File: config.mk
export PLATFORM = sky130hd
export DESIGN_NAME = alu_seq_flags
export DESIGN_NICKNAME = d
export VERILOG_FILES = /design/src/rtl/alu_seq_flags.sv
export SDC_FILE = /design/constraint.sdc
export NUM_CORES = 1
export LEC_CHECK = 0
export ABC_AREA = 0
export CAP_MARGIN = 20
export CORE_MARGIN = 1
export CORE_UTILIZATION = 48
export CTS_BUF_LIST = sky130_fd_sc_hd__clkbuf_16
export DETAILED_ROUTE_END_ITERATION = 8
export GPL_TIMING_DRIVEN = 0
export PLACE_DENSITY = 0.78
export SYNTH_ARGS = -nofsm -noshare
export SYNTH_HDL_FRONTEND = slang
export SYNTH_SLANG_ARGS = --single-unit
File: constraint.sdc
create_clock -name clk -period 6.1 [get_ports clk]
set_input_delay 1.83 -clock clk [delete_from_list [all_inputs] [get_ports clk]]
set_output_delay 1.83 -clock clk [all_outputs]
set_load 0.02 [all_outputs]
File: src/rtl/alu_seq_flags.sv
// Clocked ALU with valid/ready handshakes on both sides: add/sub with stored carry,
// unsigned compares, and iterative shifts, returning a registered result with Z/N/C/V/ERR.
module alu_seq_flags #(
  parameter int WIDTH      = 32,
  parameter int SHIFT_STEP = 1
) (
  input  logic             clk,
  input  logic             rst,
  input  logic             in_valid,
  output logic             in_ready,
  input  logic [WIDTH-1:0] a,
  input  logic [WIDTH-1:0] b,
  input  logic [5:0]       op_code,
  output logic             out_valid,
  input  logic             out_ready,
  output logic [WIDTH-1:0] result,
  output logic             z,
  output logic             n,
  output logic             c,
  output logic             v,
  output logic             err
);

  localparam int KW = $clog2(WIDTH + 1);
  localparam logic [WIDTH-1:0] WIDTH_B = WIDTH'(WIDTH);
  localparam logic [KW-1:0]    WIDTH_K = KW'(WIDTH);
  localparam logic [KW-1:0]    STEP_K  = KW'(SHIFT_STEP);

  localparam logic [5:0] OP_ADC = 6'b010000;
  localparam logic [5:0] OP_SBC = 6'b010001;
  localparam logic [5:0] OP_ADD = 6'b010010;
  localparam logic [5:0] OP_SUB = 6'b010011;
  localparam logic [5:0] OP_EQ  = 6'b100000;
  localparam logic [5:0] OP_NE  = 6'b100001;
  localparam logic [5:0] OP_LE  = 6'b100010;
  localparam logic [5:0] OP_GT  = 6'b100011;
  localparam logic [5:0] OP_SLL = 6'b110000;
  localparam logic [5:0] OP_SRL = 6'b110001;
  localparam logic [5:0] OP_SRA = 6'b110010;

  typedef enum logic [1:0] {IDLE, SHIFT, DONE} state_t;

  state_t           state;
  logic [WIDTH-1:0] sh_q;
  logic [KW-1:0]    rem_q;
  logic [1:0]       sh_kind_q;

  logic             accept;
  logic [KW-1:0]    k_in;
  logic [WIDTH-1:0] op_res;
  logic             op_c;
  logic             op_v;
  logic             op_err;
  logic             go_shift;
  logic [KW-1:0]    step;
  logic [KW-1:0]    rem_nxt;
  logic [WIDTH-1:0] sh_nxt;

  // Returns {v, c, sum}; the borrow of a subtract falls out as bit WIDTH of the
  // (WIDTH+1)-bit difference.
  function automatic logic [WIDTH+1:0] addsub(input logic [WIDTH-1:0] x,
                                              input logic [WIDTH-1:0] y,
                                              input logic             sub,
                                              input logic             cin);
    logic [WIDTH:0] r;
    logic           ov;
    if (sub) begin
      r  = {1'b0, x} - {1'b0, y} - {{WIDTH{1'b0}}, cin};
      ov = (x[WIDTH-1] != y[WIDTH-1]) && (r[WIDTH-1] != x[WIDTH-1]);
    end else begin
      r  = {1'b0, x} + {1'b0, y} + {{WIDTH{1'b0}}, cin};
      ov = (x[WIDTH-1] == y[WIDTH-1]) && (r[WIDTH-1] != x[WIDTH-1]);
    end
    return {ov, r};
  endfunction

  function automatic logic [WIDTH-1:0] shift_by(input logic [WIDTH-1:0] x,
                                                input logic [1:0]       kind,
                                                input logic [KW-1:0]    amt);
    logic signed [WIDTH-1:0] xs;
    xs = x;
    case (kind)
      2'b00:   return x << amt;
      2'b01:   return x >> amt;
      2'b10:   return xs >>> amt;
      default: return x;
    endcase
  endfunction

  assign in_ready = !rst && (state == IDLE || (state == DONE && out_ready));
  assign accept   = in_valid && in_ready;
  assign k_in     = (b >= WIDTH_B) ? WIDTH_K : b[KW-1:0];

  always_comb begin
    op_res   = '0;
    op_c     = c;
    op_v     = v;
    op_err   = 1'b0;
    go_shift = 1'b0;
    case (op_code)
      OP_ADC: {op_v, op_c, op_res} = addsub(a, b, 1'b0, c);
      OP_SBC: {op_v, op_c, op_res} = addsub(a, b, 1'b1, c);
      OP_ADD: {op_v, op_c, op_res} = addsub(a, b, 1'b0, 1'b0);
      OP_SUB: {op_v, op_c, op_res} = addsub(a, b, 1'b1, 1'b0);
      OP_EQ:  op_res = {{(WIDTH-1){1'b0}}, a == b};
      OP_NE:  op_res = {{(WIDTH-1){1'b0}}, a != b};
      OP_LE:  op_res = {{(WIDTH-1){1'b0}}, a <= b};
      OP_GT:  op_res = {{(WIDTH-1){1'b0}}, a > b};
      OP_SLL, OP_SRL, OP_SRA: begin
        if (k_in == '0) op_res = a;
        else            go_shift = 1'b1;
      end
      default: op_err = 1'b1;
    endcase
  end

  always_comb begin
    step    = (rem_q < STEP_K) ? rem_q : STEP_K;
    rem_nxt = rem_q - step;
    sh_nxt  = shift_by(sh_q, sh_kind_q, step);
  end

  // Control and architectural outputs
  always_ff @(posedge clk) begin
    if (rst) begin
      state     <= IDLE;
      out_valid <= 1'b0;
      result    <= '0;
      z         <= 1'b0;
      n         <= 1'b0;
      c         <= 1'b0;
      v         <= 1'b0;
      err       <= 1'b0;
    end else begin
      case (state)
        IDLE, DONE: begin
          if (accept) begin
            err <= op_err;
            c   <= op_c;
            v   <= op_v;
            if (go_shift) begin
              state     <= SHIFT;
              out_valid <= 1'b0;
            end else begin
              result    <= op_res;
              z         <= (op_res == '0);
              n         <= op_res[WIDTH-1];
              state     <= DONE;
              out_valid <= 1'b1;
            end
          end else if (state == DONE && out_ready) begin
            state     <= IDLE;
            out_valid <= 1'b0;
          end
        end
        SHIFT: begin
          if (rem_nxt == '0) begin
            result    <= sh_nxt;
            z         <= (sh_nxt == '0);
            n         <= sh_nxt[WIDTH-1];
            state     <= DONE;
            out_valid <= 1'b1;
          end
        end
        default: begin
          state     <= IDLE;
          out_valid <= 1'b0;
        end
      endcase
    end
  end

  // Shift working registers carry no reset; they are loaded on every shift accept
  always_ff @(posedge clk) begin
    if (accept && go_shift) begin
      sh_q      <= a;
      rem_q     <= k_in;
      sh_kind_q <= op_code[1:0];
    end else if (state == SHIFT) begin
      sh_q  <= sh_nxt;
      rem_q <= rem_nxt;
    end
  end

endmodule
==> impl_metrics.sql <==
INSERT INTO impl_metrics (metric_group, metric, value, unit) VALUES
('finish', 'final_layout_size_suffix_gt1_share', '12.7', '%'),
('clocking', 'ctsRootBufferMaster', 'sky130_fd_sc_hd__clkbuf_16', ''),
('power_and_ir_drop', 'pwr_density_cell', '151', 'nW/um^2'),
('setup_path', 'critical-path-top-cell-by-count', 'sky130_fd_sc_hd__buf_4', ''),
('yosys', 'synth-warning-count', '0', ''),
('setup_path', 'timing.critical_path.to_type', 'flip-flop', ''),
('global_route', 'met1_resource_use_gr', '45.0', '%'),
('setup_path', 'cp.required', '6.36', 'ns'),
('clocking', 'numClockSinks', '78', ''),
('clocking', 'tritoncts_clock_tree', 'built', ''),
('clocking', 'worst_setup_hold_path_clk_slew', '0.06', 'ns'),
('sta', 'finClkSkew', '0.00588', 'ns'),
('yosys', 'synth_seq_area_share', '17.1', '%'),
('placed_design', 'routabilityCongestion', '1.02', ''),
('sta', 'final.hold.worst_slack', '0.449', 'ns'),
('yosys', 'per_instance_average_area_after_synthesis', '7.20', 'sq um'),
('clocking', 'ctsHtreeMaxLevel', '3', ''),
('sta', 'finalSetupViolCount', '0', ''),
('sta', 'timing.final.max_slew_violations', '0', ''),
('global_route', 'first_pass_grt_wire_length', '67.9', 'mm'),
('sta', 'finalCritPeriodShare', '99.1', '%'),
('global_route', 'grtUsageMet3', '4.96', '%'),
('yosys', 'synthesis.nets', '1743', ''),
('min_path', 'holdCritPathClass', 'flip-flop to flip-flop', ''),
('global_route', 'grt_total_usage', '35.9', '%'),
('floorplan', 'floorplan.die.width', '157', 'um'),
('placed_design', 'buffer_ports.inserted', '112', ''),
('clocking', 'cts_buffer_count', '9', ''),
('placed_design', 'total_instance_count_after_detailed_placement', '2030', ''),
('finish', 'area_growth', '24.4', '%'),
('yosys', 'synth.distinct_cells', '99', ''),
('sta', 'fin_tns_setup', '0', 'ns'),
('power_and_ir_drop', 'power_leakage', '5.36', 'nW'),
('global_route', 'maximum_number_of_pins_on_one_net_before_global_route_repair', '39', ''),
('routing', 'count_of_vias_placed_by_the_detailed_router', '13600', ''),
('clocking', 'ctsHoldBuffers', '0', ''),
('yosys', 'async_flop_share', '0', '%'),
('global_route', 'antenna_violations_before_repair', '1', ''),
('floorplan', 'initial_core_util', '49.0', '%'),
('setup_path', 'cp_max_fo', '8', ''),
('global_route', 'grt.busiest_layer', 'met2', ''),
('routing', 'route.detailed.vias_per_inst', '6.52', ''),
('clocking', 'maximum_buffer_depth_of_the_clock_tree', '2', ''),
('routing', 'drcViolationCount', '0', ''),
('yosys', 'postSynthCellCount', '1598', ''),
('global_route', 'overflow', '0', ''),
('setup_path', 'critical_path.slowest_cell', 'sky130_fd_sc_hd__o211ai_1', ''),
('setup_path', 'timing.critical_path.slowest_cell_delay', '0.48', 'ns'),
('job', 'max-cap-violations', '0', ''),
('setup_path', 'timing.critical_path.cells', 'dlygate4sd2_1 -> inv_1 -> ha_1 -> buf_2 -> o211a_1 -> a21boi_2 -> o211ai_1 -> nand2_1 -> a211oi_2 -> xnor2_2 -> or3_4 -> or4_4 -> buf_4 -> nor4_4 -> xor2_1 -> a221oi_2 -> buf_4 -> mux2_4 -> o31ai_4', ''),
('yosys', 'synth_enable_flop_cells', '40', ''),
('yosys', 'syn-cell-area', '11500', 'sq um'),
('power_and_ir_drop', 'max-vdd-ir-drop', '0.116', 'mV'),
('routing', 'dr.pass1.iters', '6', ''),
('setup_path', 'timing.critical_path.from_type', 'input pin', ''),
('setup_path', 'setup.worst_path.class', 'input pin to flip-flop', ''),
('sta', 'relSlewSlack', '33.0', '%'),
('routing', 'detail-route-antenna-nets', '0', ''),
('floorplan', 'number_of_rows_created_at_floorplan', '56', ''),
('clocking', 'clock_insertion_delay_worst_skew', '0.34', 'ns'),
('yosys', 'synth_seq_cells', '78', ''),
('floorplan', 'fp.dieArea', '24600', 'sq um'),
('floorplan', 'core_region_area', '23500', 'sq um'),
('sta', 'fin_crit', '6.04', 'ns'),
('setup_path', 'arrival', '6.30', 'ns'),
('routing', 'routed_wire_length_per_instance', '21.6', 'um'),
('floorplan', 'fp.dieH', '157', 'um'),
('global_route', 'met2_usage', '57.8', '%'),
('floorplan', 'design.portCount', '113', ''),
('outcome', 'status', 'finished, final reports clean', ''),
('sta', 'report.final.hold_viol_count', '0', ''),
('placed_design', 'hpwl_detailed', '36.1', 'mm'),
('yosys', 'dominantRegCellSynth', 'sky130_fd_sc_hd__edfxtp_1', ''),
('finish', 'final_cells', '2085', ''),
('routing', 'wl', '45.1', 'mm'),
('global_route', 'number_of_global_route_vias_before_repair', '12300', ''),
('sta', 'worst-slew-pin-transition', '0.998', 'ns'),
('sta', 'max_freq', '165', 'MHz'),
('routing', 'detail_route.iter0.violations', '1530', ''),
('finish', 'design.final.nets', '1905', '');
-- cells by family after synthesis --
| family | Yosys count | synth area share (%) |
|---|---|---|
| muxes | 38 | 3.37 |
| xor gates and xnor gates | 92 | 7.01 |
| adders and majority gates | 71 | 7.86 |
| and+or+nand+nor | 620 | 27.7 |
| AOI/OAI and AO/OA | 536 | 31.3 |
| buffers and inverters | 163 | 5.73 |
| DFF | 78 | 17.1 |
-- cells in the final DEF, fill, tap and decap left out, types with 20 or more instances in the layout --
cell                                n
sky130_fd_sc_hd__a21o_1            23
sky130_fd_sc_hd__a21oi_1          136
sky130_fd_sc_hd__a22o_1            34
sky130_fd_sc_hd__buf_4             46
sky130_fd_sc_hd__clkbuf_1          64
sky130_fd_sc_hd__clkdlybuf4s50_1   76
sky130_fd_sc_hd__dfxtp_1           38
sky130_fd_sc_hd__dlygate4sd2_1     20
sky130_fd_sc_hd__edfxtp_1          40
sky130_fd_sc_hd__ha_1              60
sky130_fd_sc_hd__inv_1             62
sky130_fd_sc_hd__mux2i_1           34
sky130_fd_sc_hd__nand2_1          193
sky130_fd_sc_hd__nand3_1           35
sky130_fd_sc_hd__nand4_1           24
sky130_fd_sc_hd__nor2_1           102
sky130_fd_sc_hd__nor3_1            47
sky130_fd_sc_hd__nor4_1            29
sky130_fd_sc_hd__o211ai_1          36
sky130_fd_sc_hd__o21ai_0          120
sky130_fd_sc_hd__xnor2_1           55
sky130_fd_sc_hd__xor2_1            26
-- timing repair --
action                                  in CTS  in global routing
buffers inserted                            15                 26
pin swaps                                   15                 32
gates resized for setup                     84                109
endpoints found under the setup margin      17                 14
-- worst max-delay path: cells and delay by family --
family,cells,cell delay [ns]
AOI/OAI and AO/OA,6,1.33
and+or+nand+nor,4,1.31
buffers and inverters,5,0.92
xor gates and xnor gates,2,0.35
muxes,1,0.29
adders and majority gates,1,0.26
-- worst paths after layout --
| kind | cells after the start | endpoint | slack, ns | startpoint |
|---|---|---|---|---|
| worst max-delay path | 19 | result[31] | 0.06 | b[3] |
| worst min-delay path | 2 | result[11] | 0.45 | result[11] |
| worst max register to register | 15 | z | 1.74 | rem_q[2] |
| worst min register to register | 2 | result[11] | 0.45 | result[11] |
-- synthesized netlist by cell type (all sizes together) (26+ instances only) --
master  number  share of area [%]
xnor2       65                5.0
a21oi      146                6.4
inv         63                2.1
edfxtp      40                 10
a22o        34                2.6
nor3        55                2.4
xor2        27                2.1
nand4       26                1.6
buf         29                1.3
mux2i       35                3.0
dfxtp       38                6.6
o211ai      37                2.5
clkbuf      71                2.3
o21ai      131                5.7
nand3       39                1.8
nor2       109                3.6
ha          69                7.5
nand2      199                6.5
nor4        44                2.7
-- layer usage --
metal	wire, um	vias to the layer above
li1	-	6284
met1	17300	6293
met2	20000	827
met3	4500	181
met4	3230	0
met5	0	-
-- report_power, final --
group	switching [mW]	internal (mW)
Combinational	0.651	0.409
Clock	0.235	0.307
Sequential	0.00734	0.555
Total	0.893	1.27
-- flip-flops by register name (all words and copies together) (netlist names) --
signal,cells
c,1
err,1
out_valid,1
v,1
sh_q,32
rem_q,6
sh_kind_q,2
z,1
result,32
state,1
-- cell type report --
type                       instances  area [sq um]
inverter                          63           236
sequential                        78          1960
timing repair buffer             155          1440
multi-input combinational       1357          9510
buffer                            96           465
fill                            2113          9160
antenna                            1          2.50
clock inverter                     6          50.0
clock buffer                      10           250
tap                              319           399
-- per-stage QoR --
step / worst slack (ns) / utilization [%] / power (mW) / area (sq um)
after floorplan: 0.379 / - / 1.19 / 11500
after global placement: -1.00 / 55.5 / 1.45 / 13000
after detailed placement: -0.925 / 55.5 / 1.46 / 13000
after CTS: 0.00377 / 58.3 / 2.04 / 13700
after global routing: -0.0663 / 61.0 / 2.25 / 14300
final: 0.0567 / 61.0 / 2.16 / 14300
Power figures use the tool's default switching activity.
